==> src/rtl/imuldiv_muldiv_arb_pkg.sv <==
// Shared message sizes, requester IDs and request layout for the muldiv arbiter.
// Constants only; no logic or timing.
package imuldiv_muldiv_arb_pkg;

   localparam int IMULDIV_MULDIVREQ_MSG_SZ  = 67;
   localparam int IMULDIV_MULDIVRESP_MSG_SZ = 64;
   localparam int IMULDIV_ARB_TAG_SZ        = 1;

   localparam logic IMULDIV_ARB_REQ0 = 1'b0;
   localparam logic IMULDIV_ARB_REQ1 = 1'b1;

   typedef enum logic [2:0] {
      MULDIV_MUL  = 3'd0,
      MULDIV_DIV  = 3'd1,
      MULDIV_DIVU = 3'd2,
      MULDIV_REM  = 3'd3,
      MULDIV_REMU = 3'd4
   } muldiv_func_e;

   typedef struct packed {
      logic [2:0]  func;
      logic [31:0] a;
      logic [31:0] b;
   } muldiv_req_t;

endpackage

==> src/rtl/imuldiv_muldiv_arb_tagq.sv <==
// Tag queue: DEPTH-entry, 1-bit-wide circular FIFO of requester IDs in issue order.
// Latency: enqueued tag is visible at head one cycle after enqueue when empty.
// Backpressure: enq ignored while full, deq ignored while empty; no full bypass.
module imuldiv_muldiv_arb_tagq #(
   parameter int DEPTH = 4
) (
   input  logic clk,
   input  logic reset,
   input  logic enq_val,
   input  logic enq_tag,
   input  logic deq_val,
   output logic full,
   output logic empty,
   output logic head
);

   localparam int PW = $clog2(DEPTH);
   localparam logic [PW-1:0] PTR_ONE  = 1;
   localparam logic [PW:0]   CNT_ONE  = 1;
   localparam logic [PW:0]   FULL_CNT = DEPTH[PW:0];

   logic [DEPTH-1:0] tags;
   logic [PW-1:0]    wr_ptr;
   logic [PW-1:0]    rd_ptr;
   logic [PW:0]      count;
   logic             do_enq;
   logic             do_deq;

   assign full   = (count == FULL_CNT);
   assign empty  = (count == '0);
   assign head   = tags[rd_ptr];
   assign do_enq = enq_val & !full;
   assign do_deq = deq_val & !empty;

   // Pointers wrap naturally because DEPTH is a power of two.
   always_ff @(posedge clk) begin
      if (reset) begin
         wr_ptr <= '0;
         rd_ptr <= '0;
         count  <= '0;
      end else begin
         if (do_enq) begin
            tags[wr_ptr] <= enq_tag;
            wr_ptr       <= wr_ptr + PTR_ONE;
         end
         if (do_deq) begin
            rd_ptr <= rd_ptr + PTR_ONE;
         end
         case ({do_enq, do_deq})
            2'b10:   count <= count + CNT_ONE;
            2'b01:   count <= count - CNT_ONE;
            default: count <= count;
         endcase
      end
   end

endmodule

==> src/rtl/imuldiv_muldiv_arb.sv <==
// Shares one muldiv unit between two requesters; round-robin, or fixed priority with IMULDIV_MULDIV_ARB_FIXED_PRIO_EN.
// Latency: zero added cycles on both request and response paths (combinational grant and routing).
// Backpressure: requests stall while DEPTH tags are outstanding; responses stall on the owning port's resp_rdy.
module imuldiv_muldiv_arb
   import imuldiv_muldiv_arb_pkg::*;
#(
   parameter int DEPTH   = 4,
   parameter int RESP_SZ = IMULDIV_MULDIVRESP_MSG_SZ
) (
   input  logic                                clk,
   input  logic                                reset,

   input  logic                                req0_val,
   output logic                                req0_rdy,
   input  logic [IMULDIV_MULDIVREQ_MSG_SZ-1:0] req0_msg,

   input  logic                                req1_val,
   output logic                                req1_rdy,
   input  logic [IMULDIV_MULDIVREQ_MSG_SZ-1:0] req1_msg,

   output logic                                resp0_val,
   input  logic                                resp0_rdy,
   output logic [RESP_SZ-1:0]                  resp0_msg,

   output logic                                resp1_val,
   input  logic                                resp1_rdy,
   output logic [RESP_SZ-1:0]                  resp1_msg,

   output logic                                unit_req_val,
   input  logic                                unit_req_rdy,
   output logic [IMULDIV_MULDIVREQ_MSG_SZ-1:0] unit_req_msg,

   input  logic                                unit_resp_val,
   output logic                                unit_resp_rdy,
   input  logic [RESP_SZ-1:0]                  unit_resp_msg
);

   logic win0;
   logic win1;
   logic full;
   logic empty;
   logic head;
   logic req_fire;
   logic resp_fire;

`ifdef IMULDIV_MULDIV_ARB_FIXED_PRIO_EN
   assign win0 = req0_val;
   assign win1 = req1_val & !req0_val;
`else
   logic last;

   // On a tie the requester not granted last wins; reset favours requester 0.
   assign win0 = req0_val & (!req1_val | (last == IMULDIV_ARB_REQ1));
   assign win1 = req1_val & (!req0_val | (last == IMULDIV_ARB_REQ0));

   always_ff @(posedge clk) begin
      if (reset) begin
         last <= IMULDIV_ARB_REQ1;
      end else if (req_fire) begin
         last <= win1;
      end
   end
`endif

   assign unit_req_val = (req0_val | req1_val) & !full & !reset;
   assign unit_req_msg = win1 ? req1_msg : req0_msg;
   assign req0_rdy     = win0 & unit_req_rdy & !full & !reset;
   assign req1_rdy     = win1 & unit_req_rdy & !full & !reset;
   assign req_fire     = unit_req_val & unit_req_rdy;

   // A response with no outstanding tag is a protocol error and is never acknowledged.
   assign resp0_val     = unit_resp_val & !empty & (head == IMULDIV_ARB_REQ0) & !reset;
   assign resp1_val     = unit_resp_val & !empty & (head == IMULDIV_ARB_REQ1) & !reset;
   assign resp0_msg     = unit_resp_msg;
   assign resp1_msg     = unit_resp_msg;
   assign unit_resp_rdy = !empty & (head ? resp1_rdy : resp0_rdy) & !reset;
   assign resp_fire     = unit_resp_val & unit_resp_rdy;

   imuldiv_muldiv_arb_tagq #(
      .DEPTH (DEPTH)
   ) tagq (
      .clk     (clk),
      .reset   (reset),
      .enq_val (req_fire),
      .enq_tag (win1),
      .deq_val (resp_fire),
      .full    (full),
      .empty   (empty),
      .head    (head)
   );

endmodule

==> config.mk <==
export PLATFORM = sky130hd
export DESIGN_NAME = imuldiv_muldiv_arb
export DESIGN_NICKNAME = d
export VERILOG_FILES = /design/src/rtl/imuldiv_muldiv_arb_pkg.sv /design/src/rtl/imuldiv_muldiv_arb_tagq.sv /design/src/rtl/imuldiv_muldiv_arb.sv
export SDC_FILE = /design/constraint.sdc
export NUM_CORES = 1
export LEC_CHECK = 0
export ABC_AREA = 1
export BUFFER_PORTS_ARGS = -buffer_cell sky130_fd_sc_hd__buf_2
export CORE_AREA = 2 2 157 159
export CTS_CLUSTER_DIAMETER = 120
export DETAILED_ROUTE_END_ITERATION = 12
export DIE_AREA = 0 0 159 161
export RECOVER_POWER = 25
export SLEW_MARGIN = 25
export SYNTH_ARGS = -nofsm -noshare
export SYNTH_HDL_FRONTEND = slang
export SYNTH_HIERARCHICAL = 1
export SYNTH_SLANG_ARGS = --single-unit
==> constraint.sdc <==
create_clock -name clk -period 6.2 [get_ports clk]
set_input_delay 1.55 -clock clk [delete_from_list [all_inputs] [get_ports clk]]
set_output_delay 1.55 -clock clk [all_outputs]
set_load 0.005 [all_outputs]
==> results.sh <==
export IMPL_finalNetCount=742
export IMPL_antenna_found_initial=0
export IMPL_instances_no_fill=853
export IMPL_swShare_pct=33.8
export IMPL_rsz0062_at_grt="no"
export IMPL_hold_violations=0
export IMPL_post_drt_wl_per_cell_um=11.7
export IMPL_grt_max_degree=69
export IMPL_ys_ff_latch=12
export IMPL_hold_start="tagq/count[0]$_SDFFE_PP0P_"
export IMPL_via_count=2770
export IMPL_syn_area_um2=2580
export IMPL_ant_nets=0
export IMPL_track_usage_pct=7.11
export IMPL_die_w_um=159
export IMPL_wl_um=9980
export IMPL_period_needed_ns=4.94
export IMPL_p_clk_share_pct=33.0
export IMPL_p_per_area_nw_per_um2=130
export IMPL_utilization_pct=12.9
export IMPL_design_area_um2=3100
export IMPL_hp_class="reg -> reg"
export IMPL_drive_gt1_share_pct=43.5
export IMPL_grt_pass1_wl_um=14100
export IMPL_num_antenna_cells=0
export IMPL_drv_slew=0
export IMPL_worstMarginPinSlew_ns=1.33
export IMPL_end_kind="output pin"
export IMPL_synth_area_leaders="buf_4 38%, nand2_1 31%, dfxtp_1 6.2%"
export IMPL_crit_path_end="unit_req_msg[47]"
export IMPL_switching_power_w=0.000137
export IMPL_crit_path_max_fanout=43
export IMPL_worstPathArrival_ns=3.39
export IMPL_cp_start_kind="input pin"
export IMPL_fmax_ghz=0.202
export IMPL_synth_top_area_share_pct=37.6
export IMPL_ys_types=22
export IMPL_ios=407
export IMPL_grt_remaining_overflow=0
export IMPL_core_rowCount=57
export IMPL_ys_warn_count=6
export IMPL_status="finished clean"
export IMPL_combPwrFrac_pct=45.5
export IMPL_dp_hpwl_um=8620
export IMPL_path_clk_slew_ns=0.04
export IMPL_seqPwrFrac_pct=21.5
export IMPL_worstPathRequired_ns=4.65
export IMPL_placed_cell_area_um2=3020
export IMPL_cts_tree="built"
export IMPL_r2r_slack_ns=3.59
export IMPL_numPortBuffers=214
export IMPL_insertion_delay_ns=0.24
export IMPL_power_leakage_nw=1.87
export IMPL_area_delta_synth_final_pct=20.2
export IMPL_cts_root_buf="clkbuf_16"
export IMPL_h_tree_depth=1
export IMPL_syn_num_nets=662
export IMPL_clock_sinks=12
export IMPL_holdBufCountCts=0
export IMPL_max_clock_path_buffers=2
export IMPL_timing_hold_ws_ns=0.473
export IMPL_rr_startpoint="tagq/rd_ptr[0]$_SDFFE_PP0P_"
export IMPL_ys_seq_area_share_pct=10.9
export IMPL_drcViolationCount=0
export IMPL_drt_iter0_drc=141
export IMPL_post_cts_resized=0
export IMPL_die_area_um2=25600
export IMPL_dp_cells=849
export IMPL_crit_type="in -> out"
export IMPL_cts_setup_buffers=0
export IMPL_period_share_pct=79.7
export IMPL_worstReg2RegEnd="tagq/count[2]$_SDFFE_PP0P_"
export IMPL_setup_viol=0
export IMPL_yosysTopAreaCell="buf_4"
export IMPL_drv_cap=0
export IMPL_finalWeightedCongestion=0.787
export IMPL_finalSetupTns_ns=0
export IMPL_core_area_um2=24000
export IMPL_grt_pass1_vias=2390
export IMPL_floorplan_initialDensity_pct=10.8
export IMPL_synth_avg_cell_area_um2=5.73
export IMPL_internal_power_w=0.000268
export IMPL_via_per_inst=3.25
export IMPL_cts_buffers=3
export IMPL_slew_headroom_pct=11.1
export IMPL_cp_startpoint="req0_val"
export IMPL_peakVddDrop_uv=59.5
export IMPL_fin_skew_ns=0.00338
export IMPL_dr_pass1_iters=4
export IMPL_dieHeight_um=161
export IMPL_r2r_worst_path_cells=19
export IMPL_syn_inst=450
[layer usage]
metal / up-vias / part of all wire (%) / GRT usage [%]
met5: - / 0 / 0
met4: 0 / 0.89 / 1.45
met3: 12 / 15 / 3.72
met2: 256 / 44 / 11.0
met1: 1123 / 40 / 8.79
li1: 1379 / - / -
[placed cells by master (no fill, tap or decap)]
master and instances:
nor2_1 21, nand3_2 1, a21oi_1 6, ha_1 5, inv_2 6, buf_2 212
nand3_1 5, nand2_1 216, nand3b_2 1, clkbuf_8 1, edfxtp_1 4, dfxtp_1 8
buf_4 3, inv_1 19, o21ai_1 4, clkbuf_1 2, inv_4 1, nand3_4 1
clkbuf_16 3, o21ai_0 3, nand4_1 1, nand2_2 1, nor3_1 4, fa_1 1
[cells by family (layout without fill, tap and decap cells)]
family          after synthesis  after routing  share of synthesized area, %
buf+inv                     168            247                          45.0
simple gates                251            251                          38.4
fa+ha+maj                     6              6                          3.20
compound gates               13             13                          2.52
flops                        12             12                          10.9
[sequential cells by signal, indices dropped and copies added (netlist names)]
signal and flops:
tagq/tags 4, tagq/count 3, tagq/rd_ptr 2, tagq/wr_ptr 2
last 1
[critical path, cell delays in order]
cell,delay (ns)
clkbuf_1,0.09
nand2_1,0.08
nand2_2,0.05
inv_1,0.94
buf_4,0.38
nand2_1,0.07
nand2_1,0.08
buf_2,0.11
[cell usage after synthesis, drive strengths merged]
cell type,instances
ha,5
nand4,1
nor3,4
nor2,21
edfxtp,4
o21ai,7
nand3,7
buf,142
nand2,217
a21oi,6
fa,1
nand3b,1
dfxtp,8
inv,26
[worst min path at each step]
stage | end | slack [ns] | depth (start not counted)
after floorplan | last$_SDFFE_PP1P_ | 0.44 | 2
after global routing | tagq/count[0]$_SDFFE_PP0P_ | 0.51 | 1
after detailed placement | tagq/count[0]$_SDFFE_PP0P_ | 0.47 | 1
final | tagq/count[0]$_SDFFE_PP0P_ | 0.47 | 1
after global placement | tagq/count[0]$_SDFFE_PP0P_ | 0.46 | 1
after CTS | tagq/count[0]$_SDFFE_PP0P_ | 0.47 | 1
[power groups by stage]
stage               Sequential [W]  Clock [W]  Combinational (W)
global route             0.0000874   0.000141           0.000208
finish                   0.0000870   0.000133           0.000184
floorplan                0.0000878          0           0.000150
global placement         0.0000883          0           0.000185
CTS                      0.0000869   0.000135           0.000187
detailed placement       0.0000884          0           0.000186
[final cells by class]
cell class                      instances  area, um2
Fill cell                            2844      20900
Multi-Input combinational cell        270       1130
Timing Repair Buffer                  217       1090
Tap cell                              324        405
Sequential cell                        12        280
Inverter                               26        100
Clock buffer                            4       88.8
[through the flow]
stage               setup slack [ns]  power [W]
global placement                1.71   0.000273
CTS                             1.70   0.000409
global route                   0.990   0.000436
finish                          1.26   0.000404
detailed placement              1.71   0.000274
floorplan                       2.53   0.000238
Power figures use the tool's default switching activity.
